**config.mk**
```make
export PLATFORM = sky130hd
export DESIGN_NAME = pipe_stage_skid_flat
export DESIGN_NICKNAME = d
export VERILOG_FILES = /design/src/rtl/pipe_pkg.sv /design/src/rtl/pipe_stage_skid_if.sv /design/src/rtl/sat_counter.sv /design/src/rtl/pipe_stage_skid.sv /design/src/flat_wrapper.sv
export SDC_FILE = /design/constraint.sdc
export NUM_CORES = 1
export LEC_CHECK = 0
export ABC_CLOCK_PERIOD_IN_PS = 2760
export BUFFER_PORTS_ARGS = -buffer_cell sky130_fd_sc_hd__buf_2
export CAP_MARGIN = 30
export CORE_MARGIN = 3
export CORE_UTILIZATION = 50
export DETAILED_ROUTE_END_ITERATION = 10
export PLACE_DENSITY = 0.76
export RECOVER_POWER = 25
export SLEW_MARGIN = 15
export SYNTH_ARGS = -nofsm -noshare
export SYNTH_HDL_FRONTEND = slang
export SYNTH_SLANG_ARGS = --single-unit
```
**constraint.sdc**
```tcl
create_clock -name clk_i -period 2.76 [get_ports clk_i]
set_input_delay 0.138 -clock clk_i [delete_from_list [all_inputs] [get_ports clk_i]]
set_output_delay 0.138 -clock clk_i [all_outputs]
set_load 0.02 [all_outputs]
```
**src/rtl/pipe_pkg.sv**
```systemverilog
// Shared types and constants for the generic pipeline-stage register:
// FSM state encoding, default widths and occupancy decode.
package pipe_pkg;

  typedef enum logic [1:0] {
    EMPTY = 2'b00,
    FULL  = 2'b01,
    SKID  = 2'b10
  } pipe_state_e;

  localparam int unsigned DEF_CTRL_W = 8;
  localparam int unsigned DEF_DATA_W = 128;
  localparam int unsigned DEF_CNT_W  = 16;

  localparam logic [1:0] OCC_EMPTY = 2'd0;
  localparam logic [1:0] OCC_FULL  = 2'd1;
  localparam logic [1:0] OCC_SKID  = 2'd2;

  function automatic logic [1:0] occ_of(input pipe_state_e s);
    case (s)
      FULL:    occ_of = OCC_FULL;
      SKID:    occ_of = OCC_SKID;
      default: occ_of = OCC_EMPTY;
    endcase
  endfunction

endpackage

```
**src/rtl/pipe_stage_skid_if.sv**
```systemverilog
// Handshake bundle of one pipeline stage: upstream side (valid_i/ready_o/ctrl_i/data_i)
// and downstream side (valid_o/ready_i/ctrl_o/data_o) plus occupancy.
interface pipe_stage_skid_if
  import pipe_pkg::*;
#(
  parameter int unsigned CTRL_W = DEF_CTRL_W,
  parameter int unsigned DATA_W = DEF_DATA_W
);
  logic              valid_i;
  logic              ready_o;
  logic [CTRL_W-1:0] ctrl_i;
  logic [DATA_W-1:0] data_i;
  logic              valid_o;
  logic              ready_i;
  logic [CTRL_W-1:0] ctrl_o;
  logic [DATA_W-1:0] data_o;
  logic [1:0]        occupancy_o;

  modport master (
    output valid_i, ctrl_i, data_i, ready_i,
    input  ready_o, valid_o, ctrl_o, data_o, occupancy_o
  );

  modport slave (
    input  valid_i, ctrl_i, data_i, ready_i,
    output ready_o, valid_o, ctrl_o, data_o, occupancy_o
  );
endinterface

```
**src/rtl/sat_counter.sv**
```systemverilog
// Saturating up-counter with a variable increment; sticks at all-ones until reset.
module sat_counter #(
  parameter int unsigned CNT_W = 16,
  parameter int unsigned INC_W = 2
) (
  input  logic             clk_i,
  input  logic             rst_i,
  input  logic [INC_W-1:0] inc_i,
  output logic [CNT_W-1:0] cnt_o
);
  logic [CNT_W:0] sum;

  assign sum = {1'b0, cnt_o} + (CNT_W+1)'(inc_i);

  always_ff @(posedge clk_i or negedge rst_i) begin
    if (!rst_i)          cnt_o <= '0;
    else if (sum[CNT_W]) cnt_o <= '1;
    else                 cnt_o <= sum[CNT_W-1:0];
  end
endmodule

```
**src/rtl/pipe_stage_skid.sv**
```systemverilog
// Generic pipeline-stage register with a 2-entry skid buffer, flush and start gating.
// Optional macro PIPE_STATS_EN adds saturating stall/drop statistics counters.
module pipe_stage_skid
  import pipe_pkg::*;
#(
  parameter int unsigned CTRL_W      = DEF_CTRL_W,
  parameter int unsigned DATA_W      = DEF_DATA_W,
  parameter bit          BUBBLE_ZERO = 1'b1,
  parameter int unsigned CNT_W       = DEF_CNT_W
) (
  input  logic             clk_i,
  input  logic             rst_i,
  input  logic             start_i,
  input  logic             flush_i,
  pipe_stage_skid_if.slave bus
`ifdef PIPE_STATS_EN
  ,
  output logic [CNT_W-1:0] stall_cnt_o,
  output logic [CNT_W-1:0] drop_cnt_o
`endif
);
  pipe_state_e       state_q, state_d;
  logic [CTRL_W-1:0] main_ctrl_q, skid_ctrl_q;
  logic [DATA_W-1:0] main_data_q, skid_data_q;
  logic              valid_q, ready_q;
  logic [1:0]        occ_q;
  logic              in_fire, out_fire, clear;

  assign in_fire  = bus.valid_i & ready_q;
  assign out_fire = valid_q & bus.ready_i;
  assign clear    = ~start_i | flush_i;

  assign bus.ready_o     = ready_q;
  assign bus.valid_o     = valid_q;
  assign bus.ctrl_o      = main_ctrl_q;
  assign bus.data_o      = main_data_q;
  assign bus.occupancy_o = occ_q;

  always_comb begin
    state_d = state_q;
    if (clear) begin
      state_d = EMPTY;
    end else begin
      case (state_q)
        EMPTY:   if (in_fire) state_d = FULL;
        FULL: begin
          if (in_fire && !out_fire)      state_d = SKID;
          else if (!in_fire && out_fire) state_d = EMPTY;
        end
        SKID:    if (out_fire) state_d = FULL;
        default: state_d = EMPTY;
      endcase
    end
  end

  // Handshake flags are registered from the next state so ready_o never sees ready_i.
  always_ff @(posedge clk_i or negedge rst_i) begin
    if (!rst_i) begin
      state_q     <= EMPTY;
      valid_q     <= 1'b0;
      ready_q     <= 1'b1;
      occ_q       <= OCC_EMPTY;
      main_ctrl_q <= '0;
      main_data_q <= '0;
      skid_ctrl_q <= '0;
      skid_data_q <= '0;
    end else begin
      state_q <= state_d;
      valid_q <= (state_d != EMPTY);
      ready_q <= (state_d != SKID);
      occ_q   <= occ_of(state_d);
      if (clear) begin
        main_ctrl_q <= '0;
        skid_ctrl_q <= '0;
        if (BUBBLE_ZERO) begin
          main_data_q <= '0;
          skid_data_q <= '0;
        end
      end else begin
        case (state_q)
          EMPTY: begin
            if (in_fire) begin
              main_ctrl_q <= bus.ctrl_i;
              main_data_q <= bus.data_i;
            end
          end
          FULL: begin
            if (in_fire && out_fire) begin
              main_ctrl_q <= bus.ctrl_i;
              main_data_q <= bus.data_i;
            end else if (in_fire) begin
              skid_ctrl_q <= bus.ctrl_i;
              skid_data_q <= bus.data_i;
            end else if (out_fire) begin
              main_ctrl_q <= '0;
              if (BUBBLE_ZERO) main_data_q <= '0;
            end
          end
          SKID: begin
            if (out_fire) begin
              main_ctrl_q <= skid_ctrl_q;
              main_data_q <= skid_data_q;
              skid_ctrl_q <= '0;
              skid_data_q <= '0;
            end
          end
          default: ;
        endcase
      end
    end
  end

`ifdef PIPE_STATS_EN
  logic [1:0] stall_inc, drop_inc;

  assign stall_inc = {1'b0, valid_q & ~bus.ready_i};
  assign drop_inc  = clear ? occ_q : 2'd0;

  sat_counter #(.CNT_W(CNT_W), .INC_W(2)) u_stall_cnt (
    .clk_i (clk_i),
    .rst_i (rst_i),
    .inc_i (stall_inc),
    .cnt_o (stall_cnt_o)
  );

  sat_counter #(.CNT_W(CNT_W), .INC_W(2)) u_drop_cnt (
    .clk_i (clk_i),
    .rst_i (rst_i),
    .inc_i (drop_inc),
    .cnt_o (drop_cnt_o)
  );
`endif

endmodule

```
**src/flat_wrapper.sv**
```systemverilog
// flat-port wrapper written by rule: the top's interface ports become plain ports
module pipe_stage_skid_flat import pipe_pkg::*;
#(
  parameter int unsigned CTRL_W      = DEF_CTRL_W,
  parameter int unsigned DATA_W      = DEF_DATA_W,
  parameter bit          BUBBLE_ZERO = 1'b1,
  parameter int unsigned CNT_W       = DEF_CNT_W
)
  (clk_i, rst_i, start_i, flush_i, bus_valid_i, bus_ctrl_i, bus_data_i, bus_ready_i, bus_ready_o, bus_valid_o, bus_ctrl_o, bus_data_o, bus_occupancy_o);
  pipe_stage_skid_if #(.CTRL_W(CTRL_W), .DATA_W(DATA_W)) bus_i ();
  input  logic clk_i;
  input  logic rst_i;
  input  logic start_i;
  input  logic flush_i;
  input wire logic [$bits(bus_i.valid_i)-1:0] bus_valid_i;
  input wire logic [$bits(bus_i.ctrl_i)-1:0] bus_ctrl_i;
  input wire logic [$bits(bus_i.data_i)-1:0] bus_data_i;
  input wire logic [$bits(bus_i.ready_i)-1:0] bus_ready_i;
  output wire logic [$bits(bus_i.ready_o)-1:0] bus_ready_o;
  output wire logic [$bits(bus_i.valid_o)-1:0] bus_valid_o;
  output wire logic [$bits(bus_i.ctrl_o)-1:0] bus_ctrl_o;
  output wire logic [$bits(bus_i.data_o)-1:0] bus_data_o;
  output wire logic [$bits(bus_i.occupancy_o)-1:0] bus_occupancy_o;
  assign bus_i.valid_i = bus_valid_i;
  assign bus_i.ctrl_i = bus_ctrl_i;
  assign bus_i.data_i = bus_data_i;
  assign bus_i.ready_i = bus_ready_i;
  assign bus_ready_o = bus_i.ready_o;
  assign bus_valid_o = bus_i.valid_o;
  assign bus_ctrl_o = bus_i.ctrl_o;
  assign bus_data_o = bus_i.data_o;
  assign bus_occupancy_o = bus_i.occupancy_o;
  pipe_stage_skid #(.CTRL_W(CTRL_W), .DATA_W(DATA_W), .BUBBLE_ZERO(BUBBLE_ZERO), .CNT_W(CNT_W)) u_core (.clk_i(clk_i), .rst_i(rst_i), .start_i(start_i), .flush_i(flush_i), .bus(bus_i));
endmodule
```
# Word-level counts from Yosys, hierarchy flattened
# Index checks and enable logic that the tools add are counted.
dict set report word_totals {
  wordCells 61
  latch_bits 0
  reg_bits 278
  memories 0
  out_inout_bits 140
  ram_bits 0
  input_bits 142
  rom_bits 0
}
dict set report op_classes {
  mul 0
  n_bitwise 4
  shifts 0
  n_lt_le_gt_ge 0
  reduce_logical 11
  muxes 27
  div_mod_pow 0
  n_eq_ne 11
  n_addsub 0
}
# operator n
set ops {}
lappend ops {{$mux W128} 8}
lappend ops {{$pmux W128 S3} 1}
lappend ops {{$pmux W128 S2} 1}
lappend ops {{$mux W8} 8}
lappend ops {{$pmux W8 S3} 1}
lappend ops {{$pmux W8 S2} 1}
lappend ops {{$mux W2} 5}
lappend ops {{$ne A3 B1 Y1 const B} 3}
lappend ops {{$pmux W2 S3} 1}
lappend ops {{$reduce_and A5 Y1} 1}
lappend ops {{$eq A2 B1 Y1 const B} 2}
lappend ops {{$eq A2 B2 Y1 const B} 2}
lappend ops {{$ne A4 B1 Y1 const B} 1}
lappend ops {{$ne A4 B4 Y1 const B} 1}
lappend ops {{$pmux W2 S2} 1}
lappend ops {{$reduce_and A4 Y1} 1}
lappend ops {{$reduce_bool A4 Y1} 1}
lappend ops {{$logic_and A1 B1 Y1} 3}
lappend ops {{$ne A3 B2 Y1 const B} 1}
lappend ops {{$reduce_bool A3 Y1} 1}
lappend ops {{$and A1 B1 Y1} 2}
lappend ops {{$logic_not A1 Y1} 2}
lappend ops {{$logic_not A2 Y1} 1}
lappend ops {{$ne A2 B2 Y1 const B} 1}
lappend ops {{other kinds (3)} 3}

# Longest topological paths before layout
dict set report depth {
  word_depth 9
  depth_mapped 9
}

# Worst setup path before layout
# Ideal clock, no wire load.
dict set report synth_path {
  path_kind {reg-to-reg}
  start {register u_core.state_q[0]}
  end {register u_core.main_data_q[100], in the netlist u_core.bus.data_o[100]}
  period_less_slack_ps 1864
  arrival_time_ps 1741
  setup_slack_ps 896
  stages_incl_launch_ff 9
  required_time_ps 2637
  cell_sequence {dfrtp_1 > inv_1 > ha_1 > a2bb2oi_1 > a211oi_2 > nor2_4 > buf_4 > buf_2 > o2bb2ai_2}
}
dict set report synth_via {
  elab_chain_cells 3
  elab_cells_between_ends 11
}
# item line_no
set synth_lines {}
lappend synth_lines {{from (decl)} pipe_stage_skid.sv:22} ;# pipe_state_e state_q, state_d;
lappend synth_lines {{from (signal assigned)} pipe_stage_skid.sv:68} ;# state_q <= state_d;
lappend synth_lines {{$eq A2 B1 Y1 (tied with other cells)} pipe_stage_skid.sv:80} ;# case (state_q)
lappend synth_lines {{$ne A4 B4 Y1 (no line) (tied with other cells)} n/a}
lappend synth_lines {{$reduce_and A5 Y1 (no line) / $mux W128 (equally long branches)} n/a}
lappend synth_lines {{to (signal assigned)} pipe_stage_skid.sv:84} ;# main_data_q <= bus.data_i;
lappend synth_lines {{to (signal assigned)} pipe_stage_skid.sv:90} ;# main_data_q <= bus.data_i;
lappend synth_lines {{to (signal assigned)} pipe_stage_skid.sv:102} ;# main_data_q <= skid_data_q;
lappend synth_lines {{to (decl)} pipe_stage_skid.sv:24} ;# logic [DATA_W-1:0] main_data_q, skid_data_q;
# Parallel ways exist; a longest one is shown, timed or not.
# A chain may end at the register's enable or synchronous reset.

# Worst setup path in the final report
dict set report layout_path {
  start {register u_core.state_q[0]}
  end {register u_core.main_data_q[53], in the netlist u_core.bus.data_o[53]}
}
# The elaborated chain is that of the path after synthesis.

==> flow_metrics.py <==
metrics = {
    "logic_synthesis": {
        "synth_ff_type": "dfrtp_1",
        "ys_ff_latch": 278,
        "synth_warnings": 0,
        "synth.distinct_cells": 33,
        "synth_edf_count": 0,
        "syn_area_per_cell_um2": 14.0,
        "yosysSeqAreaShare_pct": 61.0,
        "yosysTopAreaCell": "dfrtp_1",
        "synth_nets": 959,
        "synthTopCellsByArea": "dfrtp_1 61%, a22o_1 11%, a22oi_1 9.0%, o2bb2ai_1 7.4%, o2bb2ai_2 5.3%",
        "synth_top_family_by_area": "compound AO/OA/AOI/OAI gates",
        "synth_top_area_share_pct": 60.8,
        "mappedNetlistArea_um2": 11400,
        "synthCells": 813,
        "synth_compound_area_share_pct": 32.8,
        "synthMuxAreaShare_pct": 0,
        "synth_xor_area_share_pct": 0.0768,
        "async_flop_share_pct": 100,
        "synth_simple_gate_area_share_pct": 1.11,
        "synthAdderAreaFrac_pct": 0.527,
    },
    "die": {
        "pin_count": 282,
        "initial_core_util_pct": 51.6,
        "die_h_um": 157,
        "core_um2": 22100,
        "num_rows": 54,
        "die-area_um2": 24600,
        "die_w_um": 157,
    },
    "pwr": {
        "pwr-share-seq_pct": 45.7,
        "p_comb_share_pct": 11.5,
        "power_switching_uw": 2330,
        "p_clk_share_pct": 42.8,
        "ir_worst_vdd_mv": 0.373,
        "cellLeakagePower_uw": 0.00771,
        "switching_share_pct": 24.9,
        "p_int_uw": 7020,
        "p_per_area_nw_per_um2": 606,
    },
    "layout": {
        "layout-drive-gt1-share_pct": 33.0,
        "fin_util_pct": 69.8,
        "nNetsFinal": 1348,
        "multi_input_area_um2": 3970,
        "filler_cell_count": 1470,
        "final-seq-area_um2": 6960,
        "fin_cells": 1504,
        "syn_to_final_growth_pct": 35.3,
        "final_cell_mix": "280 x buf_2, 277 x dfrtp_1, 137 x a22oi_1, 137 x a22o_1, 137 x dlygate4sd3_1",
        "final_common_cell": "buf_2",
    },
    "global_routing": {
        "grt_pass1_vias": 9671,
        "grt_first_pass_wirelength_um": 52900,
        "overflow": 0,
        "grt_max_degree": 87,
        "grtUsageTotal_pct": 26.3,
        "antenna_found_initial": 1,
    },
    "timing": {
        "period_minus_slack_ps": 2250,
        "finalHoldViolCount": 0,
        "setup_tns_ps": 0,
        "whs_ps": 109,
        "setup_slack_ps": 505,
        "timing.final.max_slew_violations": 85,
        "fin_crit_sh_pct": 81.7,
        "setup_viol": 0,
        "clock-skew-final_ps": 17.3,
        "tightestPinTransition_ps": 2130,
        "relSlewSlack_pct": -41.7,
        "fmax_mhz": 444,
        "rsz0062_at_grt": "no",
    },
    "drt": {
        "via_per_inst": 6.19,
        "postRouteWirelength_um": 33200,
        "postRouteAntennaNets": 0,
        "firstDrtPassIters": 5,
        "dr_total_vias": 9305,
        "drc_errors": 0,
        "drt-initial-drc-count": 779,
        "wl_per_cell_um": 22.0,
    },
    "worst_setup_path": {
        "critical-path-max-stage-delay_ps": 400,
        "path_cells": "inv_1 -> ha_1 -> a2bb2oi_1 -> a211oi_2 -> nand2b_4 -> buf_12 -> o2bb2ai_1",
        "critPathCaptureType": "flip-flop",
        "crit_family": "compound AO/OA/AOI/OAI gates",
        "startpoint": "u_core.state_q[0]",
        "worstSetupPathType": "flip-flop to flip-flop",
        "cp_data_required_time_ps": 3220,
        "path_max_fanout": 65,
        "path_buf_inv": 2,
        "critPathSlowestCell": "dfrtp_1",
        "start_kind": "flip-flop",
        "crit_arrival_ps": 2710,
        "reg2reg_from": "u_core.state_q[0]",
    },
    "clock_tree": {
        "insertion_delay_ps": 540,
        "cts_sinks": 278,
        "numCtsBuffers": 30,
        "htree_levels": 1,
        "cts.repair.resized": 0,
        "clkTransAtPathRegs_ps": 60,
        "cts_tree": "done",
        "clock_path_buffers": 3,
        "cts-root-buf": "clkbuf_16",
    },
    "placement": {
        "portBuffers": 281,
        "gp_congestion": 0.764,
        "dp_cells": 1313,
        "hpwlAfterDp_um": 18700,
        "place_ws_ps": 523,
    },
    "flow_run": {
        "drv_cap": 1,
    },
    "min_path": {
        "hp-class": "input port to flip-flop",
        "worstHoldStart": "bus_valid_i",
    },
    "outcome": {
        "status": "finished with violations",
        "violations": "max-capacitance violations, max-slew violations",
    },
}
[worst paths after layout]
check                           slack [ps]                   endpoint  depth (start not counted)
worst max-delay path                   510      u_core.bus.data_o[53]                          7
worst min-delay path                   110  u_core.bus.occupancy_o[1]                          5
worst max register to register         510      u_core.bus.data_o[53]                          7
worst min register to register         480      u_core.bus.data_o[23]                          1
max in group asynchronous              630     u_core.skid_data_q[41]                          3
min in group asynchronous              780      u_core.skid_ctrl_q[4]                          2
[cell type report]
class	count	share of cell area, %
Tap cell	280	2.27
Timing Repair Buffer	446	20.5
Clock buffer	40	5.38
Multi-Input combinational cell	444	25.7
Inverter	2	0.0487
Sequential cell	278	45.1
Clock inverter	13	0.949
Antenna cell	1	0.0162
[metrics by stage]
step | cell area, um^2 | power (uW)
finish | 15400 | 9350
global route | 15400 | 9680
CTS | 15400 | 9370
detailed placement | 13100 | 5240
global placement | 13100 | 5230
floorplan | 11400 | 4810
[kinds of logic (layout without fill, tap and decap cells)]
family	Yosys count	in the layout
AO/OA/AOI/OAI	418	418
XOR/XNOR	1	1
adder cells (fa/ha/maj)	5	5
buffers and inverters	91	501
flip-flops	278	278
other	0	1
AND/OR/NAND/NOR	20	20
[synth_stat cells (2+ instances only)]
cell / count
buf_6: 15
nand3_1: 4
clkbuf_1: 33
buf_2: 37
buf_4: 3
nor3_1: 3
o2bb2ai_1: 96
o2bb2ai_2: 40
nand2b_1: 2
inv_1: 2
a22oi_1: 137
a31oi_1: 2
a22o_1: 137
and2_1: 2
nand2_1: 3
ha_1: 4
dfrtp_1: 277
[power by group through the flow]
stage                     combinational [uW]  clock [uW]  sequential (uW)
after global placement                   893           0             4340
after floorplan                          381           0             4430
after global routing                    1160        4230             4280
final                                   1080        4000             4270
after CTS                               1070        4030             4270
after detailed placement                 909           0             4340
[worst reg2reg max path: stages (launching register included)]
cell       delay [ps]
dfrtp_1           400
inv_1              90
ha_1              290
a2bb2oi_1         180
a211oi_2          390
nand2b_4          280
buf_12            300
o2bb2ai_1         240
[sequential cells by signal, summed over array words and instances (netlist names)]
name and count:
u_core.bus.data_o 128, u_core.state_q 2, u_core.bus.ready_o 1, u_core.bus.occupancy_o 2, u_core.skid_data_q 128, u_core.skid_ctrl_q 8
u_core.bus.ctrl_o 8, u_core.bus.valid_o 1
[per-layer routing]
layer | global-route usage (%) | share of wire [%] | up-vias | wire (um)
li1 | - | - | 4031 | -
met4 | 7.29 | 2.5 | 0 | 845
met5 | 0 | 0 | - | 0
met3 | 5.97 | 7.7 | 70 | 2570
met1 | 35.9 | 41 | 4766 | 13600
met2 | 42.8 | 49 | 438 | 16100
[timing repair]
action	CTS	global route
hold endpoints to repair	352	0
hold buffers	137	0
setup buffers	0	0
(Power assumes the default switching activity.)
